`src/rtl/gearbox_pkg.sv`:
```
// gearbox_pkg: default 64b/66b width constants and the cadence/width helper
// functions shared by the gearbox sequencer and the gearbox datapaths.
package gearbox_pkg;

    // Default 64b/66b geometry: 32-bit datapath, 64-bit payload, 2-bit header.
    localparam int GB_DATA_WIDTH  = 32;
    localparam int GB_BLOCK_WIDTH = 64;
    localparam int GB_HDR_WIDTH   = 2;

    // Datapath words per block.
    function automatic int gb_step_div(input int data_width, input int block_width);
        return block_width / data_width;
    endfunction

    // Blocks per sequence before the header bits add up to a whole block.
    function automatic int gb_max_val(input int block_width, input int hdr_width);
        return block_width / hdr_width;
    endfunction

    // Width of the block counter (holds 0..max_val).
    function automatic int gb_cw(input int max_val);
        return $clog2(max_val + 1);
    endfunction

    // Width of the word phase; at least one bit even when a block is one word.
    function automatic int gb_pw(input int step_div);
        return (step_div <= 1) ? 1 : $clog2(step_div);
    endfunction

    // Width of the accumulated header-bit offset (holds 0..block_width).
    function automatic int gb_ow(input int block_width);
        return $clog2(block_width + 1);
    endfunction

endpackage

```
`src/rtl/gearbox_slip_ctl.sv`:
```
// gearbox_slip_ctl: RX alignment slip qualifier. Accepts a slip request only
// when enabled, not loading, not in pause and outside the holdoff window,
// then blocks further slips for SLIP_HOLDOFF enabled cycles.
module gearbox_slip_ctl
#(
    parameter int  SLIP_HOLDOFF = 4,
    localparam int HW           = $clog2(SLIP_HOLDOFF + 1)
) (
    input  logic clk,
    input  logic reset,
    input  logic en,
    input  logic load,
    input  logic slip,
    input  logic pause,
    output logic accept,
    output logic slip_ack
);

    logic [HW-1:0] holdoff;

    // Accepted slip freezes the sequencer for this cycle (combinational into
    // the sequencer's next-state logic only, never to an output).
    assign accept = slip && en && !load && !pause && (holdoff == '0);

    // Holdoff window and registered acknowledge; load clears the window.
    always_ff @(posedge clk or negedge reset) begin
        if (!reset) begin
            holdoff  <= '0;
            slip_ack <= 1'b0;
        end else begin
            slip_ack <= accept;
            if (load)
                holdoff <= '0;
            else if (accept)
                holdoff <= HW'(SLIP_HOLDOFF);
            else if (en && (holdoff != '0))
                holdoff <= holdoff - 1'b1;
        end
    end

endmodule

```
`src/rtl/gearbox_phase_seq.sv`:
```
// gearbox_phase_seq: word-phase / block-count sequencer for 64b/66b-style
// gearboxes. Cadence derives from DATA_WIDTH, BLOCK_WIDTH and HDR_WIDTH.
// Optional RX alignment slip with holdoff is built when GEARBOX_SEQ_SLIP_EN
// is defined; otherwise the slip/slip_ack ports do not exist.
module gearbox_phase_seq
    import gearbox_pkg::*;
#(
    parameter int  DATA_WIDTH   = GB_DATA_WIDTH,
    parameter int  BLOCK_WIDTH  = GB_BLOCK_WIDTH,
    parameter int  HDR_WIDTH    = GB_HDR_WIDTH,
    parameter int  SLIP_HOLDOFF = 4,
    localparam int STEP_DIV     = gb_step_div(DATA_WIDTH, BLOCK_WIDTH),
    localparam int MAX_VAL      = gb_max_val(BLOCK_WIDTH, HDR_WIDTH),
    localparam int CW           = gb_cw(MAX_VAL),
    localparam int PW           = gb_pw(STEP_DIV),
    localparam int OW           = gb_ow(BLOCK_WIDTH)
) (
    input  logic          clk,
    input  logic          reset,
    input  logic          en,
    input  logic          load,
    input  logic [CW-1:0] load_count,
`ifdef GEARBOX_SEQ_SLIP_EN
    input  logic          slip,
    output logic          slip_ack,
`endif
    output logic [CW-1:0] count,
    output logic [PW-1:0] phase,
    output logic          pause,
    output logic          hdr_valid,
    output logic [OW-1:0] bit_offset
);

    // Reject geometries the gearbox cannot sequence.
    if ((DATA_WIDTH < 1) || (HDR_WIDTH < 1) ||
        (BLOCK_WIDTH % DATA_WIDTH != 0) || (BLOCK_WIDTH % HDR_WIDTH != 0) ||
        (SLIP_HOLDOFF < 1)) begin : g_bad_cfg
        $error("gearbox_phase_seq: illegal DATA/BLOCK/HDR width or SLIP_HOLDOFF");
    end

    localparam logic [CW-1:0] MAX_CNT   = CW'(MAX_VAL);
    localparam logic [PW-1:0] LAST_WORD = PW'(STEP_DIV - 1);

    logic          hold;
    logic [CW-1:0] load_sat;

    assign load_sat = (load_count > MAX_CNT) ? MAX_CNT : load_count;

`ifdef GEARBOX_SEQ_SLIP_EN
    gearbox_slip_ctl #(
        .SLIP_HOLDOFF (SLIP_HOLDOFF)
    ) u_slip_ctl (
        .clk      (clk),
        .reset    (reset),
        .en       (en),
        .load     (load),
        .slip     (slip),
        .pause    (pause),
        .accept   (hold),
        .slip_ack (slip_ack)
    );
`else
    assign hold = 1'b0;
`endif

    // Load wins over everything; otherwise step phase, bump count on the last word.
    always_ff @(posedge clk or negedge reset) begin
        if (!reset) begin
            count <= '0;
            phase <= '0;
        end else if (load) begin
            count <= load_sat;
            phase <= '0;
        end else if (en && !hold) begin
            if (phase == LAST_WORD) begin
                phase <= '0;
                count <= (count == MAX_CNT) ? '0 : count + 1'b1;
            end else begin
                phase <= phase + 1'b1;
            end
        end
    end

    // Decodes come only from the count/phase registers.
    assign pause      = (count == MAX_CNT);
    assign hdr_valid  = (phase == '0) && !pause;
    assign bit_offset = OW'(count) * OW'(HDR_WIDTH);

endmodule

```
`config.mk`:
```
export PLATFORM = sky130hd
export DESIGN_NAME = gearbox_phase_seq
export DESIGN_NICKNAME = d
export VERILOG_FILES = /design/src/rtl/gearbox_pkg.sv /design/src/rtl/gearbox_slip_ctl.sv /design/src/rtl/gearbox_phase_seq.sv
export SDC_FILE = /design/constraint.sdc
export NUM_CORES = 1
export LEC_CHECK = 0
export BUFFER_PORTS_ARGS = -buffer_cell sky130_fd_sc_hd__buf_2
export CAP_MARGIN = 25
export CORE_UTILIZATION = 31
export CTS_CLUSTER_DIAMETER = 80
export DETAILED_ROUTE_END_ITERATION = 8
export SLEW_MARGIN = 25
export SYNTH_ARGS = -nofsm -noshare
export SYNTH_HDL_FRONTEND = slang
export SYNTH_HIERARCHICAL = 1
export SYNTH_SLANG_ARGS = --single-unit
```
`constraint.sdc`:
```
create_clock -name clk -period 1.5 [get_ports clk]
set_input_delay 0.375 -clock clk [delete_from_list [all_inputs] [get_ports clk]]
set_output_delay 0.375 -clock clk [all_outputs]
set_load 0.05 [all_outputs]
```
==> metrics.yaml <==
p_leak_nw: 0.362
cts_root_buf: "clkbuf_4"
wl_per_cell_um: 12.2
n_fill_cell: 163
rsz0062_at_grt: "true"
netlist_area_um2: 524
clock_skew_ns: 0.00907
dpl.cell_count: 101
yosysWarnings: 6
grt_first_pass_wirelength_um: 2300
core.rowCount: 14
timing.final.ws_setup_ns: -0.292
yosys.area.top_type: "dfrtp_1"
die_x_um: 43.1
min_period_ns: 1.79
drtPass1Iterations: 4
critPathMaxFanout: 3
clockBufferDepth: 2
dieArea_mm2: 0.00186
power.share.clock_pct: 23.8
grt_util_met1_pct: 23.9
fin_crit_sh_pct: 119
ys_seq_area_share_pct: 33.4
drt_first_iter_violations: 7
min_from: "load_count[1]"
syn_inst: 62
vias: 534
synth.avg_cell_area_um2: 8.46
place_ws_ns: -0.0824
switching_share_pct: 45.2
synthToLayoutAreaGrowth_pct: 42.0
io_buffers: 24
maxCapViolCount: 0
ctsHtreeMaxLevel: 1
required_ns: 1.12
power_switching_mw: 0.345
cp.arrival_ns: 1.42
drive_above_1_share_pct: 55.6
core_region_area_mm2: 0.00154
grt.busiest_layer: "met2"
diodes: 0
ys_top_cells_by_area: "dfrtp_1, buf_4, nand3_1"
clk_pin_slew_worst_paths_ns: 0.07
final_nets: 103
grt_remaining_overflow: 0
ant_nets: 0
finalSetupViolations: 2
rrSetupSlack_ns: 0.11
fin_cells: 106
rr_startpoint: "count[0]$_DFFE_PN0P_"
finalHoldViolCount: 0
initial_core_util_pct: 34.0
crit_type: "flip-flop to output pin"
grt_max_degree: 16
yosysUniqueCellTypes: 26
power_frac_comb_pct: 46.7
synth-seq-cells: 7
critPathCaptureType: "output pin"
drc: 0
cp-startpoint: "count[4]$_DFFE_PN0P_"
gp_congestion: 0.736
use_met2_pct: 24.8
cts.sinks: 7
intPower_mw: 0.418
cts_tree: "done"
start_kind: "flip-flop"
grt_pass1_vias: 512
syn-num-nets: 74
wirelength_um: 1290
p_per_area_mw_per_mm2: 1030
synth_top_area_share_pct: 33.4
fmax_mhz: 558
p_seq_share_pct: 29.4
violations: "setup timing"
grt_antenna_before_repair: 0
grt_use_total_pct: 17.0
maxSlewViolCount: 0
cts_buffers: 3
outcome: "finished, violations left"
worstSkewPairLatency_ns: 0.26
dpl.hpwl_um: 1010
use_met3_pct: 6.38
die_y_um: 43.1
vias_per_cell: 5.04
hp-class: "input pin to flip-flop"
ir_drop_uv: 571
io_pins: 26
-- through the flow --
step	power, mW	utilization [%]	area, um^2	setup TNS [ns]	hold slack, ns
after CTS	0.768	48.1	742	-0.542	0.345
after floorplan	0.492	-	552	-0.489	0.0794
after global placement	0.566	44.6	688	-0.107	0.218
after global routing	0.814	48.3	744	-0.650	0.346
after detailed placement	0.571	44.6	688	-0.137	0.221
final	0.763	48.3	744	-0.565	0.346
-- layout by cell type (no fill, tap or decap), drive strengths merged --
master,count
buf,31
nand3,8
dfrtp,7
nor2,6
inv,4
a21oi,4
nand2,4
o21ai,3
clkbuf,3
a21boi,2
ha,2
or3,1
mux2i,1
and3b,1
nor2b,1
or4,1
nor3b,1
o22ai,1
o31a,1
a221oi,1
xnor2,1
and4,1
a211o,1
a311o,1
conb,1
clkinv,1
dlygate4sd3,1
-- synthesized netlist by cell type --
cell type / instances
a211o_1: 1
a21boi_0: 2
a21oi_1: 4
a221oi_2: 1
a311o_2: 1
and3b_2: 1
and4_2: 1
buf_4: 7
clkbuf_1: 1
conb_1: 1
dfrtp_1: 7
ha_1: 2
inv_1: 4
mux2i_1: 1
nand2_1: 4
nand3_1: 7
nand3_2: 1
nor2_1: 6
nor2b_1: 1
nor3b_1: 1
o21ai_0: 3
o22ai_1: 1
o31a_1: 1
or3_1: 1
or4_1: 1
xnor2_1: 1
-- final timing paths --
| path | endpoint | depth (start not counted) |
|---|---|---|
| setup / recovery | hdr_valid | 4 |
| hold / removal | count[1]$_DFFE_PN0P_ | 3 |
| setup reg to reg | count[4]$_DFFE_PN0P_ | 5 |
| hold reg to reg | phase$_DFFE_PN0P_ | 2 |
| max in group asynchronous | phase$_DFFE_PN0P_ | 2 |
| min in group asynchronous | count[0]$_DFFE_PN0P_ | 2 |
-- area by class of cell --
| cell class | count | area (um^2) | share of cell area [%] |
|---|---|---|---|
| clock buffers | 3 | 22.5 | 3.03 |
| clock inverters | 1 | 5.00 | 0.672 |
| inverters | 4 | 15.0 | 2.02 |
| multi-input cells | 43 | 300 | 40.3 |
| flip-flops and latches | 7 | 183 | 24.5 |
| well taps | 16 | 20.0 | 2.69 |
| repair buffers | 32 | 199 | 26.7 |
-- worst max-delay path, cell delays in order, from the launching register on --
cell     delay [ns]
dfrtp_2        0.40
or3_4          0.41
nor2_4         0.16
nor2_4         0.05
buf_8          0.15
-- repair_timing --
item	in CTS	in global routing
pin swaps	3	2
buffers inserted	0	0
hold buffers	1	0
resized for setup	5	1
hold endpoints to repair	7	0
endpoints found under the setup margin	2	2
-- cells by family after synthesis --
group	Yosys count	share of synthesized area (%)
xor+xnor	1	1.67
buf+inv	12	13.6
compound gates	14	19.1
simple gates	24	24.8
other cells	1	0.715
mux	1	1.91
flops	7	33.4
fa+ha+maj	2	4.77
-- power by group through the flow --
stage                     clock network, mW  registers [mW]  logic (mW)
after global placement                    0           0.227       0.339
after global routing                  0.202           0.227       0.385
final                                 0.182           0.225       0.357
after floorplan                           0           0.308       0.184
after detailed placement                  0           0.228       0.343
after CTS                             0.185           0.224       0.359
-- registers in the layout (all words and copies together), names as in the netlist --
register	count
phase	1
count	6
-- routing by layer --
layer | up-vias | wire, um
li1 | 269 | -
met1 | 249 | 602
met2 | 16 | 616
met3 | 0 | 73
met4 | 0 | 0
met5 | - | 0
No activity file was read; power rests on OpenSTA's default activity.
